### src/rtl/puf_response_collector.sv
// Purpose: sequences RESP_BITS ring-oscillator arbiter races and packs the winner bits into one response word.
// Latency: start to done = 1 + sum over challenges of (CLR_CYCLES + measure cycles + 1); measure <= TIMEOUT.
// Backpressure: none; start is accepted only in IDLE and ignored while busy or in the done cycle.
module puf_response_collector #(
  parameter int RESP_BITS  = 8,
  parameter int IDX_W      = 3,
  parameter int CLR_CYCLES = 2,
  parameter int TIMEOUT    = 255
) (
  input  logic                 clk,
  input  logic                 rst,
  input  logic                 start,
  input  logic                 arb_resp,
  input  logic                 arb_finish,
  output logic                 arb_rst,
  output logic                 ro_en,
  output logic [IDX_W-1:0]     chal_idx,
  output logic                 busy,
  output logic                 done,
  output logic [RESP_BITS-1:0] response,
  output logic                 timeout_err
);

  localparam int TMR_W = $clog2(TIMEOUT + 1);
  localparam int CLR_W = (CLR_CYCLES > 1) ? $clog2(CLR_CYCLES) : 1;

  localparam logic [TMR_W-1:0] TMR_LAST = TMR_W'(TIMEOUT - 1);
  localparam logic [CLR_W-1:0] CLR_LAST = CLR_W'(CLR_CYCLES - 1);
  localparam logic [IDX_W-1:0] IDX_LAST = IDX_W'(RESP_BITS - 1);

  typedef enum logic [2:0] {
    S_IDLE,
    S_CLEAR,
    S_MEASURE,
    S_CAPTURE,
    S_DONE
  } state_t;

  state_t                state, state_nxt;
  logic [IDX_W-1:0]      idx_nxt;
  logic [TMR_W-1:0]      timer, timer_nxt;
  logic [CLR_W-1:0]      clr_cnt, clr_nxt;
  logic                  cap_bit, cap_nxt;
  logic [RESP_BITS-1:0]  resp_nxt;
  logic                  err_nxt;

  // Arbiter reset follows the system reset combinationally so the RO counters are
  // held cleared for the whole reset window, not just from the next edge.
  assign arb_rst = rst | (state == S_CLEAR);
  assign ro_en   = (state == S_MEASURE);
  assign busy    = (state == S_CLEAR) | (state == S_MEASURE) | (state == S_CAPTURE);
  assign done    = (state == S_DONE);

  // Next-state and datapath update for the challenge sequencer.
  always_comb begin
    state_nxt = state;
    idx_nxt   = chal_idx;
    timer_nxt = timer;
    clr_nxt   = clr_cnt;
    cap_nxt   = cap_bit;
    resp_nxt  = response;
    err_nxt   = timeout_err;

    case (state)
      S_IDLE: begin
        if (start) begin
          state_nxt = S_CLEAR;
          idx_nxt   = '0;
          resp_nxt  = '0;
          err_nxt   = 1'b0;
          clr_nxt   = '0;
        end
      end

      S_CLEAR: begin
        if (clr_cnt == CLR_LAST) begin
          state_nxt = S_MEASURE;
          timer_nxt = '0;
        end else begin
          clr_nxt = clr_cnt + CLR_W'(1);
        end
      end

      S_MEASURE: begin
        timer_nxt = timer + TMR_W'(1);
        // A decision in the last allowed cycle still counts as a real result.
        if (arb_finish) begin
          cap_nxt   = arb_resp;
          state_nxt = S_CAPTURE;
        end else if (timer == TMR_LAST) begin
          cap_nxt   = 1'b0;
          err_nxt   = 1'b1;
          state_nxt = S_CAPTURE;
        end
      end

      S_CAPTURE: begin
        for (int i = 0; i < RESP_BITS; i++) begin
          if (chal_idx == IDX_W'(i)) begin
            resp_nxt[i] = cap_bit;
          end
        end
        if (chal_idx == IDX_LAST) begin
          state_nxt = S_DONE;
        end else begin
          idx_nxt   = chal_idx + IDX_W'(1);
          clr_nxt   = '0;
          state_nxt = S_CLEAR;
        end
      end

      S_DONE: begin
        state_nxt = S_IDLE;
      end

      default: begin
        state_nxt = S_IDLE;
      end
    endcase
  end

  // State and datapath registers; reset wins over any pending start.
  always_ff @(posedge clk) begin
    if (rst) begin
      state       <= S_IDLE;
      chal_idx    <= '0;
      timer       <= '0;
      clr_cnt     <= '0;
      cap_bit     <= 1'b0;
      response    <= '0;
      timeout_err <= 1'b0;
    end else begin
      state       <= state_nxt;
      chal_idx    <= idx_nxt;
      timer       <= timer_nxt;
      clr_cnt     <= clr_nxt;
      cap_bit     <= cap_nxt;
      response    <= resp_nxt;
      timeout_err <= err_nxt;
    end
  end

endmodule

### config.mk
export PLATFORM = sky130hd
export DESIGN_NAME = puf_response_collector
export DESIGN_NICKNAME = d
export VERILOG_FILES = /design/src/rtl/puf_response_collector.sv
export SDC_FILE = /design/constraint.sdc
export NUM_CORES = 1
export LEC_CHECK = 0
export CAP_MARGIN = 15
export CORE_AREA = 2 2 52 54
export DETAILED_ROUTE_END_ITERATION = 12
export DIE_AREA = 0 0 54 56
export PLACE_DENSITY = 0.88
export SYNTH_ARGS = -nofsm -noshare
export SYNTH_HDL_FRONTEND = slang
export SYNTH_SLANG_ARGS = --single-unit
### constraint.sdc
create_clock -name clk -period 3.3 [get_ports clk]
set_input_delay 0.495 -clock clk [delete_from_list [all_inputs] [get_ports clk]]
set_output_delay 0.495 -clock clk [all_outputs]
set_load 0.01 [all_outputs]
==> results of run 1 <==
[cells in the mapped netlist (2+ instances only)]
| cell | number |
|---|---|
| clkbuf_1 | 7 |
| and3_1 | 3 |
| or4_1 | 2 |
| a32o_1 | 6 |
| mux2_2 | 4 |
| nor2_1 | 8 |
| buf_2 | 2 |
| and4_1 | 2 |
| o21ai_0 | 4 |
| nand2_1 | 14 |
| nor3_1 | 4 |
| nand3_1 | 11 |
| dfxtp_1 | 25 |
| inv_1 | 7 |
| nand3b_1 | 2 |
| o211ai_1 | 2 |
| a21oi_1 | 8 |
| nand4_1 | 2 |
| or3_1 | 2 |
| o211a_1 | 2 |
| nand2b_1 | 3 |
| ha_1 | 8 |
| a211oi_1 | 2 |
| a31oi_1 | 2 |
[worst max-delay path by stage]
stage                     endpoint  cells past startpoint  startpoint  slack [ns]
after floorplan            arb_rst                      3         rst        1.60
final                        ro_en                      3    state[1]        0.58
after global placement       ro_en                      3    state[1]        1.04
after detailed placement     ro_en                      3    state[1]        0.97
after global routing         ro_en                      3    state[2]        0.42
after CTS                    ro_en                      3    state[1]        0.60
[stage by stage]
step | total power [mW] | instances | area [sq um] | worst slack (ns)
floorplan | 0.377 | 150 | 1300 | 1.60
global placement | 0.400 | 192 | 1510 | 1.04
detailed placement | 0.403 | 192 | 1510 | 0.969
CTS | 0.539 | 196 | 1540 | 0.596
global route | 0.562 | 196 | 1540 | 0.425
finish | 0.533 | 196 | 1540 | 0.578
[worst register-to-register path, cell delays in order, from the launching register on]
cell	delay (ns)
dfxtp_1	0.54
or3b_1	0.58
or4_1	0.57
a31oi_1	0.18
[registers in the layout, indices dropped and copies added, names as in the netlist]
name and cells:
state 3, timer 8, timeout_err 1, chal_idx 3, clr_cnt 1, response 8
cap_bit 1
[routing by layer]
| layer | track usage | up-vias |
|---|---|---|
| met1 | 0.222 | 547 |
| met3 | 0.0484 | 2 |
| met2 | 0.366 | 27 |
| met4 | 0.0500 | 0 |
| li1 | - | 579 |
| met5 | 0 | - |
[where the power goes]
group	switching, mW	internal, mW
Clock	0.0908	0.0453
Combinational	0.0398	0.0355
Sequential	0.0132	0.309
Total	0.144	0.389
[final cells by class]
cell class                 count  area [sq um]  share of cell area
clock inverter                 1          5.00             0.00325
multi-input combinational    108           737               0.478
tap                           30          37.5              0.0244
clock buffer                   3          22.5              0.0146
inverter                       8          30.0              0.0195
sequential                    25           500               0.325
timing repair buffer          21           208               0.135
[logic make-up (layout without fill, tap and decap cells)]
kind of cell	count (synthesis)	after routing	synth area share
AO/OA/AOI/OAI	33	33	0.184
adder cells (fa/ha/maj)	8	8	0.0768
buffers and inverters	17	33	0.0509
flip-flops	25	25	0.384
multiplexers	5	5	0.0422
AND/OR/NAND/NOR	62	62	0.262
==> summary.md, run 1 <==
| Metric | Value |
|---|---|
| CP required | `2.80 ns` |
| M1 wire length | `1.19 mm` |
| Hold WC Path Type | `flop to flop` |
| Post-CTS Hold Buffers | `0` |
| Fin. Hold Viols | `0` |
| Total wire length | `~2.8 mm` |
| Final Cycle Share | `0.825` |
| Top Metal Used | `met4` |
| Number of global-route vias before repair | `roughly 1,100` |
| Sequential share of the synthesized area | `0.384` |
| Hold Crit Start | `response[7]` |
| Clock sink count | `25` |
| Met2 wire length | `1.49 mm` |
| Worst-case clock buffer depth | `2` |
| Worst reg2reg path endpoint | `timer[6]` |
| Worst hold path depth | `2` |
| Most frequent cells in the layout | `dfxtp_1, clkdlybuf4s50_1, nand2_1, nand3_1` |
| Largest net degree at the start of global routing | `18` |
| Ant. Diodes | `0` |
| Critical-path cell list | `or3b_1 -> clkinv_1 -> clkdlybuf4s50_1` |
| Leading area contributor after synthesis | `dfxtp_1` |
| R2r startpoint | `state[1]` |
| Top FF cell, synth | `dfxtp_1` |
| HPWL Detailed | `2.07 mm` |
| Routed wl met3 | `95 microns` |
| Clock latency at the later pin of the worst-skew pair | `0.31 ns` |
| RSZ-0062 raised after global routing | `false` |
| CTS clk-pin slew, worst paths | `0.13 ns` |
| Synth warnings | `0` |
| Fmax | `367 MHz` |
| Final core utilization | `0.633` |
| Gate Count Post-Synth | `150` |
| Mapped Area | `between 1000 and 1500 sq um` |
| Core box area | `2430 sq um` |
| Hold WS | `0.491 ns` |
| Initial drt markers | `24` |
| Synth top area share | `0.384` |
| CP Max Fanout | `14` |
| Crit end category | `output pin` |
| MaxCap Viol Count | `0` |
| Yosys reg bits | `25` |
| Min Tclk post-route | `2.72 ns` |
| Commonest non-fill, non-tap cell in the layout | `dfxtp_1` |
| Max-slew headroom | `0.682` |
| Full die area | `3020 sq um` |
| Number of vias per cell | `5.89` |
| Final setup vio count | `0` |
| Setup_tns | `0 ns` |
| Total number of vias | `1,155` |
| Die H | `56 microns` |
| Post-DRT Antenna Nets | `0` |
| Cell variety after synth | `between 40 and 50` |
| Gr ovfl total | `0` |
| Antenna violations before repair | `0` |
| Area contributors post-synth | `dfxtp_1, ha_1, a32o_1, nand3_1, nand2_1` |
| Row cnt | `18` |
| Layout cells sized above 1 | `0.0723` |
| Drt wl/cell | `between 10 and 15 microns` |
| Reg2Reg Depth | `3` |
| Nets@finish | `180` |
| Worst VDD drop | `0.000249 V` |
| Reg-to-reg slack, setup | `1.37 ns` |
| Leakage power | `0.565 nW` |
| Async SR Flop Fraction | `0` |
| Hold EP | `response[7]` |
| Resized cells post-CTS | `0` |
| Crit Path Category | `flop to output pin` |
| Post-synth EDFFs | `0` |
| # fillers | `214` |
| Syn_area_per_cell | `8.69 sq um` |
| Postcts setup bufs | `0` |
| CTS tree | `done` |
| GRT Total Usage | `0.200` |
| CTS Root Buffer Type | `clkbuf_4` |
| # DRC | `0` |
| Clk_skew | `0.00821 ns` |
| Status | `finished clean` |
| Largest delay contributor family on the critical path | `buffers and inverters` |
| Slew Limit Fails | `0` |
| Ports | `21` |
| Crit-path max cell delay | `0.58 ns` |
| IO buf count | `20` |
| Pwr dens | `346 nW/um^2` |
| Die X-Extent | `54 microns` |
| Critical Path AT | `2.23 ns` |
| Starting Density | `0.536` |
| CP Launch Type | `flop` |
| CP max-delay cell | `or3b_1` |
| Least-Margin Pin Slew | `approximately 0.47 ns` |
| WP buf/inv | `2` |
| Layout area overhead | `18.1%` |
| Synth Net Count | `163` |
| TritonCTS buffer count | `3` |
| First-pass GRT wire length | `4.68 mm` |
| RD Place Congestion | `0.881` |
| CTS H-tree depth | `1` |
| Router iterations before antenna repair | `4` |
Power figures use the tool's default switching activity.
==> inputs of run 2 (changes only) <==
--- a/config.mk
+++ b/config.mk
@@ -6,10 +6,10 @@
 export NUM_CORES = 1
 export LEC_CHECK = 0
 export CAP_MARGIN = 15
-export CORE_AREA = 2 2 52 54
+export CORE_AREA = 2 2 54 56
 export DETAILED_ROUTE_END_ITERATION = 12
-export DIE_AREA = 0 0 54 56
-export PLACE_DENSITY = 0.88
+export DIE_AREA = 0 0 56 58
+export PLACE_DENSITY = 0.83
 export SYNTH_ARGS = -nofsm -noshare
 export SYNTH_HDL_FRONTEND = slang
 export SYNTH_SLANG_ARGS = --single-unit
==> constraint.sdc (replaced) <==
create_clock -name clk -period 2.8 [get_ports clk]
set_input_delay 0.42 -clock clk [delete_from_list [all_inputs] [get_ports clk]]
set_output_delay 0.42 -clock clk [all_outputs]
set_load 0.01 [all_outputs]
==> run 2 against run 1 <==
Global-route usage decreased by 0.70 points. Sequential share of layout area is 0.079 points lower. Non-clock buffer count is the same.
==> summary.md, run 2 (synthesized netlist as in run 1, its figures left out) <==
| Metric | Value |
|---|---|
| Status | `finished clean` |
| RD Place Congestion | `0.813 (-7.7%)` |
| Layout cells sized above 1 | `0.0723 (unchanged)` |
| Gr ovfl total | `0 (unchanged)` |
| Crit Path Category | `flop to output pin` |
| GRT Total Usage | `0.193 (-0.00703)` |
| Final worst slack | `0.157 ns (-0.421 ns)` |
| Worst VDD drop | `0.000349 V (+40%)` |
| Die H | `58 microns (+3.6%)` |
| IO buf count | `20 (unchanged)` |
| Critical Path AT | `2.22 ns (about the same)` |
| Largest regs | `response: 8 flops, timer: 8 flops` |
| Clk_skew | `0.0155 ns (+0.00728 ns)` |
| Fmax | `~380 MHz` |
| Largest net degree at the start of global routing | `18 (unchanged)` |
| Least-Margin Pin Slew | `0.496 ns (+0.0255 ns)` |
| Core box area | `2660 sq um (+9.5%)` |
| CTS Root Buffer Type | `clkbuf_4` |
| Hold WC Path Type | `flop to flop` |
| Ant. Diodes | `0 (unchanged)` |
| CTS H-tree depth | `1 (unchanged)` |
| Drt wl/cell | `15.1 microns (+6.2%)` |
| Starting Density | `0.490 (-0.0463)` |
| Switching power | `0.179 mW (+25%)` |
| TritonCTS buffer count | `3 (unchanged)` |
| Int Pwr | `0.460 mW (+18%)` |
| Layout area overhead | `18.4%` |
| CP Launch Type | `flop` |
| Setup_tns | `0 ns (unchanged)` |
| Min Tclk post-route | `approximately 2.6 ns` |
| Antenna violations before repair | `0 (unchanged)` |
| Nets@finish | `180 (unchanged)` |
| Final Cycle Share | `0.944` |
| Row cnt | `19 (+1)` |
| CP required | `2.38 ns (-0.42 ns)` |
| Clock power share | `0.266 (+0.011)` |
| First-pass GRT wire length | `4.95 mm (+5.9%)` |
| Resized cells post-CTS | `0 (unchanged)` |
| Post-CTS Hold Buffers | `0 (unchanged)` |
| Combinational power share | `0.141 (about the same)` |
| MaxCap Viol Count | `0 (unchanged)` |
| Sequential fraction of design power | `0.593 (-0.011)` |
| Pwr dens | `414 nW/um^2 (+20%)` |
| Final setup vio count | `0 (unchanged)` |
| Total wire length | `2.97 mm (+6.7%)` |
| CTS tree | `done` |
| Postcts setup bufs | `0 (unchanged)` |
| Router iterations before antenna repair | `4 (unchanged)` |
| Final std cells w/o fill | `197 (+0.51%)` |
| Dpl cells | `193 (+0.52%)` |
| Max-slew headroom | `0.665 (-0.0172)` |
| Commonest non-fill, non-tap cell in the layout | `dfxtp_1` |
| CP Max Fanout | `14 (unchanged)` |
| CTS clk-pin slew, worst paths | `0.15 ns (+0.02 ns)` |
| Slew Limit Fails | `0 (unchanged)` |
| Initial drt markers | `20 (-17%)` |
| # fillers | `260 (+21%)` |
| Dpl ws | `0.566 ns (-0.403 ns)` |
| Die X-Extent | `56 microns (+3.7%)` |
| Number of vias per cell | `5.90 (about the same)` |
| # DRC | `0 (unchanged)` |
| Full die area | `3250 sq um (+7.4%)` |
| Crit end category | `output pin` |
| Worst-case clock buffer depth | `2 (unchanged)` |
| Clock latency at the later pin of the worst-skew pair | `0.33 ns (+0.02 ns)` |
| Sw frac | `0.280 (+0.0104)` |
| Fin. Hold Viols | `0 (unchanged)` |
| Most frequent cells in the layout | `dfxtp_1, clkdlybuf4s50_1, nand2_1, nand3_1` |
| HPWL Detailed | `2.22 mm (+7.0%)` |
| Number of global-route vias before repair | `1,125 (+0.90%)` |
| Total number of vias | `1,162 (+0.61%)` |
| Leakage power | `0.561 nW (-0.67%)` |
| Ports | `21 (unchanged)` |
| Clock sink count | `25 (unchanged)` |
| Post-DRT Antenna Nets | `0 (unchanged)` |
| RSZ-0062 raised after global routing | `false` |
-- run 2: layer usage --
layer / vias up / GRT usage / part of all wire
met5: - / 0 / 0
met4: 0 / 0.0612 / 0.013
met3: 6 / 0.0424 / 0.036
met2: 32 / 0.365 / 0.54
met1: 542 / 0.216 / 0.41
li1: 582 / - / -
-- run 2: worst max-delay path, stage by stage, from the launching register on --
cell and delay [ns]:
dfxtp_1 0.59, or3b_1 0.43, clkinv_1 0.31, clkdlybuf4s50_1 0.56
-- run 2: area by class of cell --
class	instances	area (sq um)	share of cell area
multi-input cells	108	737	0.477
clock inverters	1	7.51	0.00486
well taps	31	38.8	0.0251
repair buffers	21	208	0.135
inverters	8	30.0	0.0194
clock buffers	3	22.5	0.0146
flip-flops and latches	25	500	0.324
-- run 2: power groups by stage --
stage | clock, mW | sequential [mW] | combinational, mW
floorplan | 0 | 0.377 | 0.0676
global placement | 0 | 0.385 | 0.0865
detailed placement | 0 | 0.387 | 0.0897
CTS | 0.178 | 0.379 | 0.0901
global route | 0.192 | 0.382 | 0.0993
finish | 0.170 | 0.379 | 0.0902
-- run 2: final timing paths --
kind                                  start           to  slack [ns]  cells after the start
worst max register to register     state[2]     state[0]        0.86                      4
worst min register to register  response[7]  response[7]        0.49                      2
worst min-delay path            response[7]  response[7]        0.49                      2
worst max-delay path               state[2]        ro_en        0.16                      3
-- run 2: per-stage QoR --
| stage | utilization | hold WS [ns] | power (mW) | cell area [sq um] |
|---|---|---|---|---|
| floorplan | - | 0.481 | 0.445 | 1300 |
| global placement | 0.569 | 0.461 | 0.471 | 1510 |
| detailed placement | 0.569 | 0.476 | 0.476 | 1510 |
| CTS | 0.580 | 0.496 | 0.648 | 1540 |
| global route | 0.580 | 0.519 | 0.674 | 1540 |
| finish | 0.580 | 0.490 | 0.640 | 1540 |
==> inputs of run 3 (changes only) <==
--- a/config.mk
+++ b/config.mk
@@ -5,11 +5,13 @@
 export SDC_FILE = /design/constraint.sdc
 export NUM_CORES = 1
 export LEC_CHECK = 0
+export ABC_CLOCK_PERIOD_IN_PS = 2800
 export CAP_MARGIN = 15
 export CORE_AREA = 2 2 54 56
 export DETAILED_ROUTE_END_ITERATION = 12
 export DIE_AREA = 0 0 56 58
 export PLACE_DENSITY = 0.83
+export RECOVER_POWER = 100
 export SYNTH_ARGS = -nofsm -noshare
 export SYNTH_HDL_FRONTEND = slang
 export SYNTH_SLANG_ARGS = --single-unit
==> run 3 against run 2 <==
Non-clock buffer count did not move. Die area did not move. Hold slack worse by 0.0014 ns. Maximum frequency about the same. Clock power hardly changed. Wire length down 0.20%. Sequential power hardly changed. Cell area fell by 0.24%. Register-to-register slack is essentially flat. Power down 0.22%. Global-route usage unchanged.
==> summary.md, run 3 (synthesized netlist as in run 1, its figures left out) <==
| Metric | Value |
|---|---|
| MaxCap Viol Count | `0 (unchanged)` |
| Min Tclk post-route | `2.64 ns (+0.000361 ns)` |
| CTS clk-pin slew, worst paths | `0.15 ns (about the same)` |
| Final worst slack | `0.156 ns (-0.000361 ns)` |
| Worst-case clock buffer depth | `2 (unchanged)` |
| Layout area overhead | `18.1%` |
| Slew Limit Fails | `0 (unchanged)` |
| Post-DRT Antenna Nets | `0 (unchanged)` |
| First-pass GRT wire length | `4.95 mm (unchanged)` |
| Starting Density | `0.490 (unchanged)` |
| CTS Root Buffer Type | `clkbuf_4` |
| CP Launch Type | `flop` |
| Final Cycle Share | `0.944 (about the same)` |
| Number of vias per cell | `5.86 (-0.60%)` |
| GRT Total Usage | `0.193 (unchanged)` |
| Drt wl/cell | `15.1 microns (-0.20%)` |
| Dpl ws | `0.566 ns (unchanged)` |
| Core box area | `2660 sq um (unchanged)` |
| Clk_skew | `0.0137 ns (-0.00174 ns)` |
| Ports | `21 (unchanged)` |
| Final setup vio count | `0 (unchanged)` |
| CTS H-tree depth | `1 (unchanged)` |
| Fin. Hold Viols | `0 (unchanged)` |
| Clock latency at the later pin of the worst-skew pair | `0.33 ns (about the same)` |
| Die X-Extent | `56 microns (unchanged)` |
| Full die area | `3250 sq um (unchanged)` |
| Antenna violations before repair | `0 (unchanged)` |
| IO buf count | `20 (unchanged)` |
| TritonCTS buffer count | `3 (unchanged)` |
| Resized cells post-CTS | `0 (unchanged)` |
| CP max-delay cell | `or3b_1` |
| Die H | `58 microns (unchanged)` |
| Leakage power | `0.605 nW (+7.9%)` |
| Fmax | `378 MHz (about the same)` |
| Nets@finish | `180 (unchanged)` |
| Final core utilization | `0.578 (-0.00141)` |
| Commonest non-fill, non-tap cell in the layout | `dfxtp_1` |
| Gr ovfl total | `0 (unchanged)` |
| Status | `finished clean` |
| Least-Margin Pin Slew | `0.764 ns (+0.269 ns)` |
| Hold WC Path Type | `flop to flop` |
| Critical-path cell list | `or3b_1 -> clkinv_1 -> clkdlybuf4s50_1` |
| # DRC | `0 (unchanged)` |
| Hold WS | `0.488 ns (-0.00140 ns)` |
| RSZ-0062 raised after global routing | `false` |
| Post-Layout Inst Area | `1540 sq um (-0.24%)` |
| CP required | `2.38 ns (about the same)` |
| Clock sink count | `25 (unchanged)` |
| CP Max Fanout | `14 (unchanged)` |
| Total number of vias | `1,155 (-0.60%)` |
| Row cnt | `19 (unchanged)` |
| Crit-path max cell delay | `0.58 ns (about the same)` |
| Largest regs | `response: 8 flops, timer: 8 flops` |
| Largest net degree at the start of global routing | `18 (unchanged)` |
| HPWL Detailed | `2.22 mm (unchanged)` |
| Crit Path Category | `flop to output pin` |
| RD Place Congestion | `0.813 (unchanged)` |
| Ant. Diodes | `0 (unchanged)` |
| Post-CTS Hold Buffers | `0 (unchanged)` |
| Most frequent cells in the layout | `dfxtp_1, dlygate4sd3_1, nand2_1, nand3_1` |
| Worst VDD drop | `0.000353 V (+1.2%)` |
| Max-slew headroom | `0.490 (-0.175)` |
| CTS tree | `done` |
| Number of global-route vias before repair | `1,125 (unchanged)` |
| Layout cells sized above 1 | `0.0663 (-0.00602)` |
| Total wire length | `2.97 mm (-0.20%)` |
| # fillers | `260 (unchanged)` |
| Post-DP Area | `1510 sq um (unchanged)` |
| Postcts setup bufs | `0 (unchanged)` |
| Setup_tns | `0 ns (unchanged)` |
| Pwr dens | `414 nW/um^2 (about the same)` |
| Router iterations before antenna repair | `4 (unchanged)` |
| Critical Path AT | `2.22 ns (about the same)` |
| Crit end category | `output pin` |
| Initial drt markers | `21 (+5.0%)` |
## run 3: per-stage QoR
step | total power [mW] | cells
2_1_floorplan | 0.445 | 150
3_3_place_gp | 0.471 | 193
3_5_place_dp | 0.476 | 193
4_1_cts | 0.648 | 197
5_1_grt | 0.671 | 197
6_report | 0.638 | 197
## run 3: per-layer routing
| metal | global-route usage | vias up | wire (microns) |
|---|---|---|---|
| met5 | 0 | - | 0 |
| met4 | 0.0612 | 0 | 39 |
| met3 | 0.0424 | 6 | 116 |
| met2 | 0.365 | 31 | 1600 |
| met1 | 0.216 | 536 | 1220 |
| li1 | - | 582 | - |
## run 3: worst paths after layout
check / startpoint / endpoint / slack, ns / cells past startpoint
setup / recovery: state[1] / ro_en / 0.16 / 3
hold / removal: response[7] / response[7] / 0.49 / 2
setup reg to reg: state[2] / state[0] / 0.86 / 4
hold reg to reg: response[7] / response[7] / 0.49 / 2
## run 3: cell type report
type                    count  area, sq um  share of cell area
well taps                  31         38.8              0.0252
repair buffers             21          204               0.132
clock buffers               3         22.5              0.0146
flip-flops and latches     25          500               0.325
clock inverters             1         7.51             0.00487
inverters                   8         30.0              0.0195
multi-input cells         108          737               0.478
## run 3: where the power goes
group	leakage, nW	total [mW]	switching, mW	internal (mW)
combinational	0.389	0.0870	0.0480	0.0390
sequential	0.202	0.379	0.0153	0.364
clock	0.0139	0.172	0.117	0.0548
total	0.605	0.638	0.180	0.458
## run 3: worst max-delay path, delay by kind of cell, from the launching register on
family,cells,cell delay [ns]
flops,1,0.54
buf+inv,2,0.79
simple gates,1,0.58
